**src/rtl/multi_centroid_engine.sv**
```systemverilog
// multi_centroid_engine
//   Per-frame centroid engine for NUM_CH independent pixel masks. While pixels
//   stream in, it accumulates x/y sums and pixel counts for each channel. On a
//   frame-end pulse it snapshots those totals. A single shared restoring divider
//   then computes the floor-mean x and y for each channel in turn, and the engine
//   emits one record per channel over a valid/ready stream.
//
//   Optional feature macro: CENTROID_BBOX_EN
//     defined   -> per-channel bounding box {xmin,xmax,ymin,ymax} tracked and emitted
//     undefined -> no bbox registers, bbox_out tied to 0
//
// Ports
//   clk_in, rst_in            clock, asynchronous active-high reset
//   x_in, y_in, mask_in       pixel coordinate and per-channel membership
//   valid_in                  pixel strobe
//   tabulate_in               frame-end pulse (snapshot + start computation)
//   ch_out .. bbox_out        record fields (channel, mean x/y, count, found, bbox)
//   valid_out / ready_in      record handshake; fields hold until accepted
//   busy_out                  snapshot taken, records not yet all accepted
//   overrun_out               one-cycle pulse: tabulate_in arrived while busy
module multi_centroid_engine #(
   parameter int HRES      = 320,
   parameter int VRES      = 180,
   parameter int NUM_CH    = 2,
   parameter int MIN_COUNT = 1,
   localparam int HW       = $clog2(HRES),
   localparam int VW       = $clog2(VRES),
   localparam int CHW      = (NUM_CH > 1) ? $clog2(NUM_CH) : 1,
   localparam int CW       = HW + VW
) (
   input  logic                  clk_in,
   input  logic                  rst_in,
   input  logic [HW-1:0]         x_in,
   input  logic [VW-1:0]         y_in,
   input  logic [NUM_CH-1:0]     mask_in,
   input  logic                  valid_in,
   input  logic                  tabulate_in,
   output logic [CHW-1:0]        ch_out,
   output logic [HW-1:0]         x_out,
   output logic [VW-1:0]         y_out,
   output logic [CW-1:0]         count_out,
   output logic                  found_out,
   output logic [2*HW+2*VW-1:0]  bbox_out,
   output logic                  valid_out,
   input  logic                  ready_in,
   output logic                  busy_out,
   output logic                  overrun_out
);
   localparam int XSW = CW + HW;
   localparam int YSW = CW + VW;
   localparam int DW  = (XSW > YSW) ? XSW : YSW;
   localparam int DCW = $clog2(DW);

   typedef enum logic [2:0] {S_IDLE, S_LOAD, S_DIV_X, S_DIV_Y, S_EMIT} state_t;
   state_t state;

   logic [XSW-1:0] snap_sx  [NUM_CH];
   logic [YSW-1:0] snap_sy  [NUM_CH];
   logic [CW-1:0]  snap_cnt [NUM_CH];
`ifdef CENTROID_BBOX_EN
   logic [HW-1:0]  snap_xmin [NUM_CH];
   logic [HW-1:0]  snap_xmax [NUM_CH];
   logic [VW-1:0]  snap_ymin [NUM_CH];
   logic [VW-1:0]  snap_ymax [NUM_CH];
`endif

   // Per-channel live accumulators and their frame snapshots. On tabulate the
   // "next" value, which already contains a same-cycle pixel, goes to the
   // snapshot while the live registers restart from empty.
   for (genvar gi = 0; gi < NUM_CH; gi++) begin : g_ch
      logic           hit;
      logic [XSW-1:0] sx, sx_next, ssx;
      logic [YSW-1:0] sy, sy_next, ssy;
      logic [CW-1:0]  cnt, cnt_next, scnt;

      assign hit      = valid_in & mask_in[gi];
      assign sx_next  = sx + (hit ? XSW'(x_in) : '0);
      assign sy_next  = sy + (hit ? YSW'(y_in) : '0);
      assign cnt_next = cnt + CW'(hit);

      always_ff @(posedge clk_in or posedge rst_in) begin
         if (rst_in) begin
            sx <= '0; sy <= '0; cnt <= '0;
            ssx <= '0; ssy <= '0; scnt <= '0;
         end else if (tabulate_in) begin
            sx <= '0; sy <= '0; cnt <= '0;
            // A frame ending while busy is dropped: the snapshot is left alone.
            if (!busy_out) begin
               ssx <= sx_next; ssy <= sy_next; scnt <= cnt_next;
            end
         end else begin
            sx <= sx_next; sy <= sy_next; cnt <= cnt_next;
         end
      end

      assign snap_sx[gi]  = ssx;
      assign snap_sy[gi]  = ssy;
      assign snap_cnt[gi] = scnt;

`ifdef CENTROID_BBOX_EN
      logic [HW-1:0] xmin, xmax, xmin_next, xmax_next, sxmin, sxmax;
      logic [VW-1:0] ymin, ymax, ymin_next, ymax_next, symin, symax;

      assign xmin_next = (hit && x_in < xmin) ? x_in : xmin;
      assign xmax_next = (hit && x_in > xmax) ? x_in : xmax;
      assign ymin_next = (hit && y_in < ymin) ? y_in : ymin;
      assign ymax_next = (hit && y_in > ymax) ? y_in : ymax;

      always_ff @(posedge clk_in or posedge rst_in) begin
         if (rst_in) begin
            xmin <= '1; xmax <= '0; ymin <= '1; ymax <= '0;
            sxmin <= '0; sxmax <= '0; symin <= '0; symax <= '0;
         end else if (tabulate_in) begin
            xmin <= '1; xmax <= '0; ymin <= '1; ymax <= '0;
            if (!busy_out) begin
               sxmin <= xmin_next; sxmax <= xmax_next;
               symin <= ymin_next; symax <= ymax_next;
            end
         end else begin
            xmin <= xmin_next; xmax <= xmax_next;
            ymin <= ymin_next; ymax <= ymax_next;
         end
      end

      assign snap_xmin[gi] = sxmin;
      assign snap_xmax[gi] = sxmax;
      assign snap_ymin[gi] = symin;
      assign snap_ymax[gi] = symax;
`endif
   end

   // Shared restoring divider: quo holds the not-yet-consumed dividend bits in
   // its top and collects quotient bits at its bottom. The remainder is always
   // below the divisor (a count), so CW bits are enough to hold it.
   logic [CHW-1:0] cur_ch;
   logic [DCW-1:0] bit_cnt;
   logic [CW-1:0]  rem, rem_next;
   logic [DW-1:0]  quo, quo_next;
   logic [CW:0]    trial;
   logic           ge;
   logic [XSW-1:0] sel_sx;
   logic [YSW-1:0] sel_sy;
   logic [CW-1:0]  sel_cnt;
   logic           cnt_ok;

   assign sel_sx  = snap_sx[cur_ch];
   assign sel_sy  = snap_sy[cur_ch];
   assign sel_cnt = snap_cnt[cur_ch];
   assign cnt_ok  = (sel_cnt != '0) && (int'(sel_cnt) >= MIN_COUNT);

   always_comb begin
      trial    = {rem, quo[DW-1]};
      ge       = (trial >= {1'b0, sel_cnt});
      rem_next = ge ? CW'(trial - {1'b0, sel_cnt}) : trial[CW-1:0];
      quo_next = {quo[DW-2:0], ge};
   end

   always_ff @(posedge clk_in or posedge rst_in) begin
      if (rst_in) begin
         state       <= S_IDLE;
         cur_ch      <= '0;
         bit_cnt     <= '0;
         rem         <= '0;
         quo         <= '0;
         ch_out      <= '0;
         x_out       <= '0;
         y_out       <= '0;
         count_out   <= '0;
         found_out   <= 1'b0;
         valid_out   <= 1'b0;
         busy_out    <= 1'b0;
         overrun_out <= 1'b0;
      end else begin
         overrun_out <= tabulate_in && busy_out;
         case (state)
            S_IDLE: begin
               if (tabulate_in) begin
                  state    <= S_LOAD;
                  cur_ch   <= '0;
                  busy_out <= 1'b1;
               end
            end
            S_LOAD: begin
               ch_out    <= cur_ch;
               count_out <= sel_cnt;
               found_out <= cnt_ok;
               if (cnt_ok) begin
                  rem     <= '0;
                  quo     <= DW'(sel_sx);
                  bit_cnt <= '0;
                  state   <= S_DIV_X;
               end else begin
                  x_out     <= '0;
                  y_out     <= '0;
                  valid_out <= 1'b1;
                  state     <= S_EMIT;
               end
            end
            S_DIV_X: begin
               if (bit_cnt == DCW'(DW - 1)) begin
                  x_out   <= quo_next[HW-1:0];
                  rem     <= '0;
                  quo     <= DW'(sel_sy);
                  bit_cnt <= '0;
                  state   <= S_DIV_Y;
               end else begin
                  rem     <= rem_next;
                  quo     <= quo_next;
                  bit_cnt <= bit_cnt + DCW'(1);
               end
            end
            S_DIV_Y: begin
               if (bit_cnt == DCW'(DW - 1)) begin
                  y_out     <= quo_next[VW-1:0];
                  valid_out <= 1'b1;
                  state     <= S_EMIT;
               end else begin
                  rem     <= rem_next;
                  quo     <= quo_next;
                  bit_cnt <= bit_cnt + DCW'(1);
               end
            end
            S_EMIT: begin
               if (ready_in) begin
                  valid_out <= 1'b0;
                  if (cur_ch == CHW'(NUM_CH - 1)) begin
                     state    <= S_IDLE;
                     busy_out <= 1'b0;
                  end else begin
                     cur_ch <= cur_ch + CHW'(1);
                     state  <= S_LOAD;
                  end
               end
            end
            default: state <= S_IDLE;
         endcase
      end
   end

`ifdef CENTROID_BBOX_EN
   always_ff @(posedge clk_in or posedge rst_in) begin
      if (rst_in) begin
         bbox_out <= '0;
      end else if (state == S_LOAD) begin
         bbox_out <= cnt_ok ? {snap_xmin[cur_ch], snap_xmax[cur_ch],
                               snap_ymin[cur_ch], snap_ymax[cur_ch]} : '0;
      end
   end
`else
   assign bbox_out = '0;
`endif

endmodule

```
**config.mk**
```make
export PLATFORM = sky130hd
export DESIGN_NAME = multi_centroid_engine
export DESIGN_NICKNAME = d
export VERILOG_FILES = /design/src/rtl/multi_centroid_engine.sv
export SDC_FILE = /design/constraint.sdc
export NUM_CORES = 1
export LEC_CHECK = 0
export CAP_MARGIN = 5
export CORE_ASPECT_RATIO = 2
export CORE_MARGIN = 5
export CORE_UTILIZATION = 45
export CTS_BUF_LIST = sky130_fd_sc_hd__clkbuf_8 sky130_fd_sc_hd__clkbuf_16
export CTS_CLUSTER_DIAMETER = 100
export DETAILED_ROUTE_END_ITERATION = 10
export GPL_TIMING_DRIVEN = 0
export PLACE_DENSITY = 0.62
export SYNTH_ARGS = -nofsm -noshare
export SYNTH_HDL_FRONTEND = slang
export SYNTH_SLANG_ARGS = --single-unit
```
**constraint.sdc**
```tcl
create_clock -name clk_in -period 14.4 [get_ports clk_in]
set_clock_uncertainty 0.15 [all_clocks]
set_input_delay 3.6 -clock clk_in [delete_from_list [all_inputs] [get_ports clk_in]]
set_output_delay 3.6 -clock clk_in [all_outputs]
set_load 0.01 [all_outputs]
```
== Word level (Yosys, flattened, before mapping) ==
Cells that the tools add are included.

* Register bits: 363
* Input port bits: 24
* Output and inout port bits: 73
* Logic and storage cells: 128

* Add/sub/neg operators: 9
* $lt $le $gt $ge: 3
* Eq/ne operators: 13
* Multiplexer cells: 57
* Bitwise gates (word level): 4
* Reductions and logical operators: 17

{| class="wikitable"
|+ Operators by type and width
! operator !! number
|-
| 26-bit two-way mux || 8
|-
| 17-bit two-way mux || 9
|-
| 25-bit two-way mux || 5
|-
| 26-bit case mux with 3 select lines || 1
|-
| 26-bit by 9-bit adder with 26-bit output || 2
|-
| 17-bit case mux with 3 select lines || 1
|-
| 25-bit by 8-bit adder with 25-bit output || 2
|-
| 9-bit two-way mux || 4
|-
| 17-bit by 1-bit adder with 17-bit output || 2
|-
| 8-bit two-way mux || 4
|-
| 18-bit by 17-bit greater-or-equal comparator with 1-bit output || 1
|-
| 9-bit case mux with 2 select lines || 1
|-
| 17-bit by 1-bit greater-or-equal comparator with 1-bit output, second input constant || 1
|-
| 17-bit nonzero test || 1
|-
| 17-bit subtractor || 1
|-
| 2-bit inequality test, second input constant || 8
|-
| 8-bit case mux with 2 select lines || 1
|-
| 3-bit two-way mux || 5
|-
| 5-bit two-way mux || 3
|-
| 3-bit case mux with 5 select lines || 1
|-
| 5-bit case mux with 3 select lines || 1
|-
| 3-bit AND reduction || 4
|-
| 4-bit AND reduction || 3
|-
| 1-bit two-way mux || 10
|-
| 17 further kinds || 24
|}

== Depth between registers and ports, before layout ==
Gate-level depths: netlist of the first run.

* Word-level depth: 8
* Depth in mapped cells: 14

== Least setup slack after synthesis of the first run ==
Ideal clock, no wire load.

* Path kind: input-to-reg
* Start point: input port mask_in[0]
* End point: register g_ch[0].ssy[24]
* Arrival: 5740 ps
* Slack: 8381 ps
* Stages: 13
* Path buffers: 2
* Cells stage by stage: clkbuf_1 -> and3_1 -> ha_1 -> inv_1 -> fa_1 -> nor2b_1 -> o21a_1 -> o21ai_1 -> a21o_1 -> clkbuf_1 -> nor4b_1 -> xnor2_1 -> o21ai_1

* Word-level cells in the longest chain between the ends: 3

{| class="wikitable"
|+ RTL lines
! item !! RTL line !! source
|-
| start: declaration || 35 || <nowiki>input logic [NUM_CH-1:0] mask_in,</nowiki>
|-
| 1-bit AND || 76 || <nowiki>assign hit = valid_in & mask_in[gi];</nowiki>
|-
| 8-bit two-way mux || 78 || <nowiki>assign sy_next = sy + (hit ? YSW'(y_in) : '0);</nowiki>
|-
| 25-bit by 8-bit adder with 25-bit output || 78 ||
|-
| end signal: assignment || 89 || <nowiki>ssx <= sx_next; ssy <= sy_next; scnt <= cnt_next;</nowiki>
|-
| end: declaration || 73 || <nowiki>logic [YSW-1:0] sy, sy_next, ssy;</nowiki>
|}

No other way between the ends.
A chain may end at the register's enable or synchronous reset.

== Worst setup path after layout of the first run ==
Ends and elaborated chain as after synthesis.

==> results of run 1 <==
-- synthesized netlist by cell type, types with 16 or more instances --
cell	instances	area, sq um
xnor2_1	62	543.0
nor2b_1	17	106.4
o22ai_1	24	150.1
nand4_1	16	100.1
and3_1	53	331.6
nand2_1	241	904.6
clkbuf_1	74	277.8
dfrtp_1	363	9084
ha_1	57	713.2
o21ai_0	132	660.6
buf_4	36	270.3
mux2i_1	82	820.8
nand3_1	41	205.2
inv_1	30	112.6
o21ai_1	76	380.4
xor2_1	72	630.6
nor2_1	190	713.2
nor3_1	29	145.1
a21oi_1	84	420.4
-- cell type report --
| class | count | area [sq um] | share of cell area [%] |
|---|---|---|---|
| Sequential cell | 363 | 9084 | 43.98 |
| Buffer | 123 | 624.3 | 3.023 |
| Inverter | 31 | 123.9 | 0.5997 |
| Multi-Input combinational cell | 1366 | 8313 | 40.24 |
| Tap cell | 525 | 656.9 | 3.180 |
| Clock buffer | 45 | 1036 | 5.015 |
| Clock inverter | 14 | 117.6 | 0.5694 |
| Timing Repair Buffer | 65 | 700.7 | 3.392 |
-- flip-flops by register name (all words and copies together), names as in the netlist, 3 cells and up --
register and flops:
bit_cnt 5, count_out 17, g_ch.cnt 34, g_ch.scnt 34
g_ch.ssx 52, g_ch.ssy 50, g_ch.sx 52, g_ch.sy 50
quo 26, rem 17, state 3, x_out 9
y_out 8
-- cells by family (layout without fill, tap and decap cells) --
family | count (synthesis) | after routing | share of synthesized area, %
AND/OR/NAND/NOR | 649 | 649 | 16.47
AO/OA/AOI/OAI | 393 | 393 | 12.63
flip-flops | 363 | 363 | 50.43
buffers and inverters | 154 | 278 | 4.112
XOR/XNOR | 134 | 134 | 6.515
multiplexers | 94 | 94 | 5.307
adder cells (fa/ha/maj) | 62 | 62 | 4.515
other | 1 | 34 | 0.02082
-- worst paths after layout --
check | startpoint | cells past startpoint | end | slack, ns
worst max-delay path | mask_in[0] | 14 | g_ch[0].ssy[24] | 6.88
worst min register to register | g_ch[0].ssx[20] | 2 | g_ch[0].ssx[20] | 0.33
worst min-delay path | g_ch[0].ssx[20] | 2 | g_ch[0].ssx[20] | 0.33
min in group asynchronous | rst_in | 2 | g_ch[0].scnt[3] | 3.34
worst max register to register | cur_ch | 14 | rem[9] | 9.40
max in group asynchronous | rst_in | 4 | g_ch[0].sy[6] | 9.29
-- where the power goes --
group / leakage, nW / switching (mW) / internal, mW
clock network: 0.595 / 0.400 / 0.541
registers: 4.94 / 0.0870 / 1.15
logic: 3.63 / 0.677 / 0.401
-- worst max-delay path, cell delays in order --
cell and delay (ns):
clkdlybuf4s50_1 0.70, clkbuf_1 0.50, and3_1 0.25, ha_1 0.16
inv_1 0.06, fa_1 0.41, nor2b_1 0.14, o21a_1 0.15
o21ai_1 0.09, a21o_1 0.17, clkbuf_1 0.33, nor4b_1 0.90
xnor2_1 0.22, o21ai_1 0.07
-- routing by layer --
layer / up-vias / share of wire, % / GRT usage [%]
met2: 351 / 56 / 46.07
li1: 6577 / - / -
met3: 165 / 3.2 / 2.562
met5: - / 0 / 0
met4: 0 / 7.5 / 15.74
met1: 6935 / 34 / 23.65
==> results.json, run 1 <==
{
  "run_status": "finished, final reports clean",
  "drc_errors": 0,
  "layout_commonest_cell": "dfrtp_1",
  "die-height_microns": 293.0,
  "route.vias.total": 14030,
  "finish.net_count": 2071,
  "initial_core_util_pct": 45.53,
  "routed_wirelength_microns": 53030,
  "drt_first_pass_iters": 5,
  "grt_first_pass_wirelength_microns": 81850,
  "synth_enable_flop_cells": 0,
  "cp.required_ns": 14.65,
  "first_global_vias": 14610,
  "design.die.area_sq_um": 44370,
  "detail_route.iter0.violations": 592,
  "cp_data_arrival_time_ns": 7.76,
  "worstSetupEndpointType": "flip-flop",
  "number_of_buffers_inserted_by_post_cts_setup_repair": 0,
  "ioPinCount": 97,
  "fp.dieW_microns": 151.5,
  "final_cell_mix": "dfrtp_1 (363), nand2_1 (241), nor2_1 (190)",
  "core_sq_um": 39560,
  "slew_violations": 0,
  "synth_seq_area_share_pct": 50.43,
  "timing.critical_path.fanout_max": 10,
  "tritoncts_clock_tree": "done",
  "tritoncts.num_buffers": 35,
  "setup_viol": 0,
  "cts-root-buf": "clkbuf_16",
  "timing.max_cap.violations": 0,
  "prevailing_post_synth_register_cell": "dfrtp_1",
  "fin_setup_tns_ns": 0,
  "syn-mean-instance-area_sq_um": 9.737,
  "drive_gt1_share_pct": 6.328,
  "antenna_violations_before_repair": 0,
  "syn_area_sq_um": 18010,
  "placement.cell_area_sq_um": 19500,
  "area_added_between_synthesis_and_finish_pct": 14.67,
  "clock_latency_ns": 0.54,
  "hold_violations": 0,
  "worst-setup-path-type": "in -> reg",
  "cts.repair.resized": 0,
  "numClockSinks": 363,
  "cts.hold.buffers_added": 0,
  "async_flop_share_pct": 100.0,
  "power.density_cell_area_nw_per_um2": 157.5,
  "via_per_inst": 5.540,
  "n_fill_cell": 3668,
  "worst_slew_pin_slew_ns": 1.254,
  "vdd_drop_max_uv": 84.47,
  "grt_usage_pct": 24.08,
  "achievable-frequency_mhz": 133.0,
  "fin_hold_ws_ns": 0.3275,
  "crit_path_start_kind": "input pin",
  "final_weighted_congestion_in_routability_driven_placement": 0.9703,
  "yosysWarningCount": 0,
  "clock_pin_transition_on_the_worst_setup_and_hold_timing_paths_ns": 0.07,
  "grt_start_max_net_pins": 121,
  "total_power_mw": 3.253,
  "grt-ovfl-total": 0,
  "final.min_clock_period_ns": 7.516,
  "cell_leakage_power_nw": 9.165,
  "period_utilization_post_route_pct": 52.20,
  "antenna_violating_nets_post_route": 0,
  "cts.htree.levels": 2,
  "postLayoutCoreUtil_pct": 52.21,
  "syn_inst": 1850,
  "placement_rows": 103,
  "hpwl_microns": 41060,
  "total_placed_cells_including_tap_cells": 2473,
  "stdcell_area_sq_um": 20660,
  "post_synth_num_cell_types": 66,
  "layoutNonFillerInstCount": 2532,
  "dp_slack_ns": 6.310,
  "grt_setup_unrepaired": "no",
  "count_of_buffers_from_port_buffering": 61,
  "slew_headroom_pct": 15.73,
  "final.setup.worst_slack_ns": 6.884,
  "cts.path.max_buffers": 3,
  "drt-wirelength-per-cell_microns": 20.94,
  "postSynthRegisterBits": 363,
  "hold_path.class": "reg -> reg",
  "antenna_cells": 0
}
No activity file was read; power rests on OpenSTA's default activity.
==> run 2: changes to the inputs <==
PLACE_DENSITY = 0.6   (was 0.62)
clock period = 7.4 ns   (was 14.4 ns; I/O delays follow)
==> results.json, run 2 (synthesis gave the netlist of run 1 again) <==
{
  "run_status": "finished, final reports clean",
  "cell_leakage_power_nw": 9.232,
  "antenna_cells": 0,
  "layout_commonest_cell": "dfrtp_1",
  "cts.hold.buffers_added": 0,
  "drc_errors": 0,
  "hold_path.class": "reg -> reg",
  "r2r_end": "rem[9]",
  "routed_wirelength_microns": 53240,
  "multi_input_comb_area_sq_um": 8313,
  "worst-setup-path-type": "in -> reg",
  "seq_area_sq_um": 9084,
  "worstSetupEndpointType": "flip-flop",
  "layoutNonFillerInstCount": 2541,
  "numClockSinks": 363,
  "cts.path.max_buffers": 3,
  "cts.repair.resized": 0,
  "power.density_cell_area_nw_per_um2": 306.7,
  "antenna_violating_nets_post_route": 0,
  "drt-wirelength-per-cell_microns": 20.95,
  "period_utilization_post_route_pct": 75.94,
  "detail_route.iter0.violations": 698,
  "number_of_buffers_inserted_by_post_cts_setup_repair": 0,
  "tritoncts.num_buffers": 36,
  "grt_usage_pct": 24.41,
  "slew_violations": 0,
  "cts-root-buf": "clkbuf_16",
  "setup_viol": 0,
  "groute.layer.met2.usage_pct": 47.00,
  "finish.net_count": 2079,
  "via_per_inst": 5.532,
  "cp-startpoint": "valid_in",
  "cp_data_arrival_time_ns": 5.88,
  "count_of_buffers_from_port_buffering": 61,
  "biggestRegsByFlops": "g_ch.ssx (52), g_ch.sx (52)",
  "fp.dieW_microns": 151.5,
  "worst-r2r-setup-slack_ns": 2.51,
  "final_cell_mix": "dfrtp_1 (363), nand2_1 (241), nor2_1 (190)",
  "hpwl_microns": 41810,
  "hold_violations": 0,
  "cp.required_ns": 7.66,
  "worstRegToRegCells": 14,
  "worst_slew_pin_slew_ns": 1.341,
  "dp_slack_ns": 1.108,
  "final.setup.worst_slack_ns": 1.781,
  "design.die.area_sq_um": 44370,
  "crit_path_start_kind": "input pin",
  "first_global_vias": 14680,
  "final_weighted_congestion_in_routability_driven_placement": 0.9603,
  "grt_first_pass_wirelength_microns": 83030,
  "placement_rows": 103,
  "cts.htree.levels": 2,
  "drive_gt1_share_pct": 6.746,
  "initial_core_util_pct": 45.53,
  "ioPinCount": 97,
  "timing.max_cap.violations": 0,
  "route.vias.total": 14060,
  "clock_latency_ns": 0.55,
  "tritoncts_clock_tree": "done",
  "area_added_between_synthesis_and_finish_pct": 15.41,
  "clock_pin_transition_on_the_worst_setup_and_hold_timing_paths_ns": 0.07,
  "grt.met3_usage_pct": 2.731,
  "n_fill_cell": 3717,
  "fin_hold_ws_ns": 0.3294,
  "achievable-frequency_mhz": 178.0,
  "slew_headroom_pct": 10.16,
  "core_sq_um": 39560,
  "grt.busiest_layer": "met2",
  "global_route.usage.met1_pct": 24.50,
  "final.min_clock_period_ns": 5.619,
  "antenna_violations_before_repair": 0,
  "grt_start_max_net_pins": 43,
  "total_placed_cells_including_tap_cells": 2480,
  "grt-ovfl-total": 0,
  "die-height_microns": 293.0,
  "vdd_drop_max_uv": 140.8,
  "drt_first_pass_iters": 5,
  "timing.critical_path.fanout_max": 10,
  "reg2reg_from": "cur_ch",
  "crit_path_end": "g_ch[1].ssy[19]",
  "grt_setup_unrepaired": "no"
}
[run 2: cell types whose count changed in the layout (fill, tap and decap cells not counted), sizes merged]
cell | previous run | this run
buf | 53 | 60
clkbuf | 119 | 117
clkinv | 4 | 6
bufinv | 2 | 3
inv | 38 | 39
[run 2: cell type report]
| type | instances | area share, % |
|---|---|---|
| buffer | 123 | 3.003 |
| clock inverter | 18 | 0.7884 |
| timing repair buffer | 72 | 3.936 |
| clock buffer | 43 | 4.851 |
| tap | 525 | 3.160 |
| multi-input combinational | 1366 | 39.99 |
| inverter | 31 | 0.5778 |
| sequential | 363 | 43.70 |
[run 2: worst min path at each step]
stage	startpoint	endpoint	slack, ns	depth (start not counted)
after global placement	g_ch[0].ssx[20]	g_ch[0].ssx[20]	0.31	2
after CTS	g_ch[1].ssy[8]	g_ch[1].ssy[8]	0.33	2
after global routing	g_ch[1].ssy[8]	g_ch[1].ssy[8]	0.35	2
after detailed placement	g_ch[0].ssx[18]	g_ch[0].ssx[18]	0.32	2
final	g_ch[0].ssx[18]	g_ch[0].ssx[18]	0.33	2
after floorplan	g_ch[0].scnt[11]	g_ch[0].scnt[11]	0.30	2
[run 2: per-layer routing]
layer  up-vias  share of wire [%]
met2       334                 56
met3       156                3.2
met1      6961                 34
met4         0                6.9
li1       6605                  -
met5         -                  0
[run 2: power breakdown]
part / internal (mW) / leakage [nW] / switching (mW)
Clock: 1.07 / 0.611 / 0.790
Sequential: 2.23 / 4.94 / 0.175
Combinational: 0.786 / 3.68 / 1.32
Total: 4.09 / 9.23 / 2.29
[run 2: critical path: stages]
cell and delay [ns]:
clkdlybuf4s50_1 0.61, clkbuf_1 0.40, and3_1 0.25, ha_1 0.27, a2111oi_1 1.09, a21boi_1 0.84, nor4b_1 0.15, xnor2_1 0.32
o21ai_1 0.09
[run 2: metrics by stage]
stage	utilization [%]	power (mW)	area, sq um	setup TNS [ns]
5_1_grt	52.54	6.709	20790	0
2_1_floorplan	-	3.775	18140	0
6_report	52.54	6.377	20790	0
3_5_place_dp	49.58	4.546	19620	0
3_3_place_gp	49.06	4.491	19410	-717.06
4_1_cts	52.54	6.418	20790	0
==> run 3: changes to the inputs <==
PLACE_DENSITY = 0.62   (was 0.6)
clock period = 5.1 ns   (was 7.4 ns; I/O delays follow)
==> results.json, run 3 (synthesis gave the netlist of run 1 again) <==
{
  "run_status": "finished, final reports clean",
  "fin_hold_ws_ns": 0.3275,
  "cts-root-buf": "clkbuf_16",
  "layoutNonFillerInstCount": 2539,
  "tritoncts.num_buffers": 36,
  "cts.path.max_buffers": 3,
  "count_of_buffers_from_port_buffering": 61,
  "area_added_between_synthesis_and_finish_pct": 15.26,
  "timing.max_cap.violations": 0,
  "tritoncts_clock_tree": "done",
  "drt-wirelength-per-cell_microns": 21.07,
  "clock_latency_ns": 0.55,
  "initial_core_util_pct": 45.53,
  "die-height_microns": 293.0,
  "grt_start_max_net_pins": 43,
  "hpwl_microns": 42050,
  "via_per_inst": 5.580,
  "achievable-frequency_mhz": 200.8,
  "final.min_clock_period_ns": 4.979,
  "crit_path_start_kind": "input pin",
  "design.die.area_sq_um": 44370,
  "timing.critical_path.fanout_max": 10,
  "ioPinCount": 97,
  "final_cell_mix": "dfrtp_1 (363), nand2_1 (241), nor2_1 (190)",
  "finish.net_count": 2077,
  "hold_violations": 0,
  "slew_violations": 0,
  "worstSetupEndpointType": "flip-flop",
  "grt_first_pass_wirelength_microns": 82340,
  "first_global_vias": 14810,
  "period_utilization_post_route_pct": 97.63,
  "routed_wirelength_microns": 53490,
  "dp_slack_ns": -0.4044,
  "antenna_violating_nets_post_route": 0,
  "placement_rows": 103,
  "grt_usage_pct": 24.26,
  "vdd_drop_max_uv": 262.8,
  "number_of_buffers_inserted_by_post_cts_setup_repair": 0,
  "biggestRegsByFlops": "g_ch.ssx (52), g_ch.sx (52)",
  "layout_commonest_cell": "dfrtp_1",
  "fp.dieW_microns": 151.5,
  "drt_first_pass_iters": 5,
  "grt_setup_unrepaired": "no",
  "clock_pin_transition_on_the_worst_setup_and_hold_timing_paths_ns": 0.06,
  "cp.required_ns": 5.36,
  "setup_viol": 0,
  "route.vias.total": 14170,
  "slew_headroom_pct": 14.33,
  "power.density_cell_area_nw_per_um2": 443.2,
  "cts.hold.buffers_added": 0,
  "cts.htree.levels": 2,
  "final_weighted_congestion_in_routability_driven_placement": 0.9425,
  "worst-setup-path-type": "in -> reg",
  "antenna_violations_before_repair": 0,
  "hold_path.class": "reg -> reg",
  "n_fill_cell": 3655,
  "fin_setup_tns_ns": 0,
  "antenna_cells": 0,
  "cp_data_arrival_time_ns": 5.24,
  "core_sq_um": 39560,
  "drc_errors": 0,
  "numClockSinks": 363,
  "final.setup.worst_slack_ns": 0.1211,
  "grt-ovfl-total": 0,
  "drive_gt1_share_pct": 6.703,
  "cell_leakage_power_nw": 9.216,
  "total_placed_cells_including_tap_cells": 2479,
  "worst_slew_pin_slew_ns": 1.279,
  "cts.repair.resized": 0,
  "detail_route.iter0.violations": 658
}
run 3: cell count changes in the layout (fill, tap and decap cells not counted), sizes merged:
cell	delta
buf	-1
clkinv	+1
inv	-2
clkbuf	+1
clkinvlp	+1
bufinv	-2
run 3: per-stage QoR:
stage / utilization [%] / instance area [sq um] / power [mW]
floorplan: - / 18140 / 5.477
global placement: 49.06 / 19410 / 6.501
detailed placement: 49.56 / 19610 / 6.588
CTS: 52.49 / 20770 / 9.246
global route: 52.48 / 20760 / 9.658
finish: 52.48 / 20760 / 9.203
run 3: where the power goes:
part           internal, mW  switching, mW
Clock                  1.50           1.15
Sequential             3.24          0.247
Combinational          1.14           1.92
run 3: worst paths after layout:
kind / start / endpoint / slack, ns / cells past startpoint
hold reg to reg: g_ch[0].ssx[14] / g_ch[0].ssx[14] / 0.33 / 2
setup / recovery: mask_in[0] / g_ch[0].ssy[24] / 0.12 / 14
hold / removal: g_ch[0].ssx[14] / g_ch[0].ssx[14] / 0.33 / 2
max in group asynchronous: rst_in / g_ch[0].sy[18] / 2.26 / 7
setup reg to reg: cur_ch / rem[4] / 0.60 / 13
min in group asynchronous: rst_in / rem[14] / 0.93 / 2
run 3: area by class of cell:
type / instances / area, sq um / area share, %
timing repair buffer: 71 / 810.8 / 3.905
buffer: 122 / 620.6 / 2.989
inverter: 31 / 120.1 / 0.5785
multi-input combinational: 1366 / 8313 / 40.04
clock buffer: 45 / 1047 / 5.044
sequential: 363 / 9084 / 43.75
clock inverter: 16 / 110.1 / 0.5303
tap: 525 / 656.9 / 3.164
run 3: critical path: stages:
cell	delay, ns
clkdlybuf4s50_1	0.72
clkbuf_1	0.48
and3_1	0.24
ha_1	0.16
inv_1	0.06
fa_1	0.41
nor2b_1	0.14
o21a_1	0.16
o21ai_1	0.09
a21o_1	0.17
clkbuf_1	0.31
nor4b_1	0.71
xnor2_1	0.22
o21ai_1	0.08
run 3: per-layer routing:
layer | vias up | track usage [%] | part of all wire [%]
met2 | 360 | 46.41 | 56
li1 | 6600 | - | -
met5 | - | 0 | 0
met1 | 7018 | 23.61 | 33
met4 | 0 | 15.92 | 7.6
met3 | 189 | 2.901 | 3.4
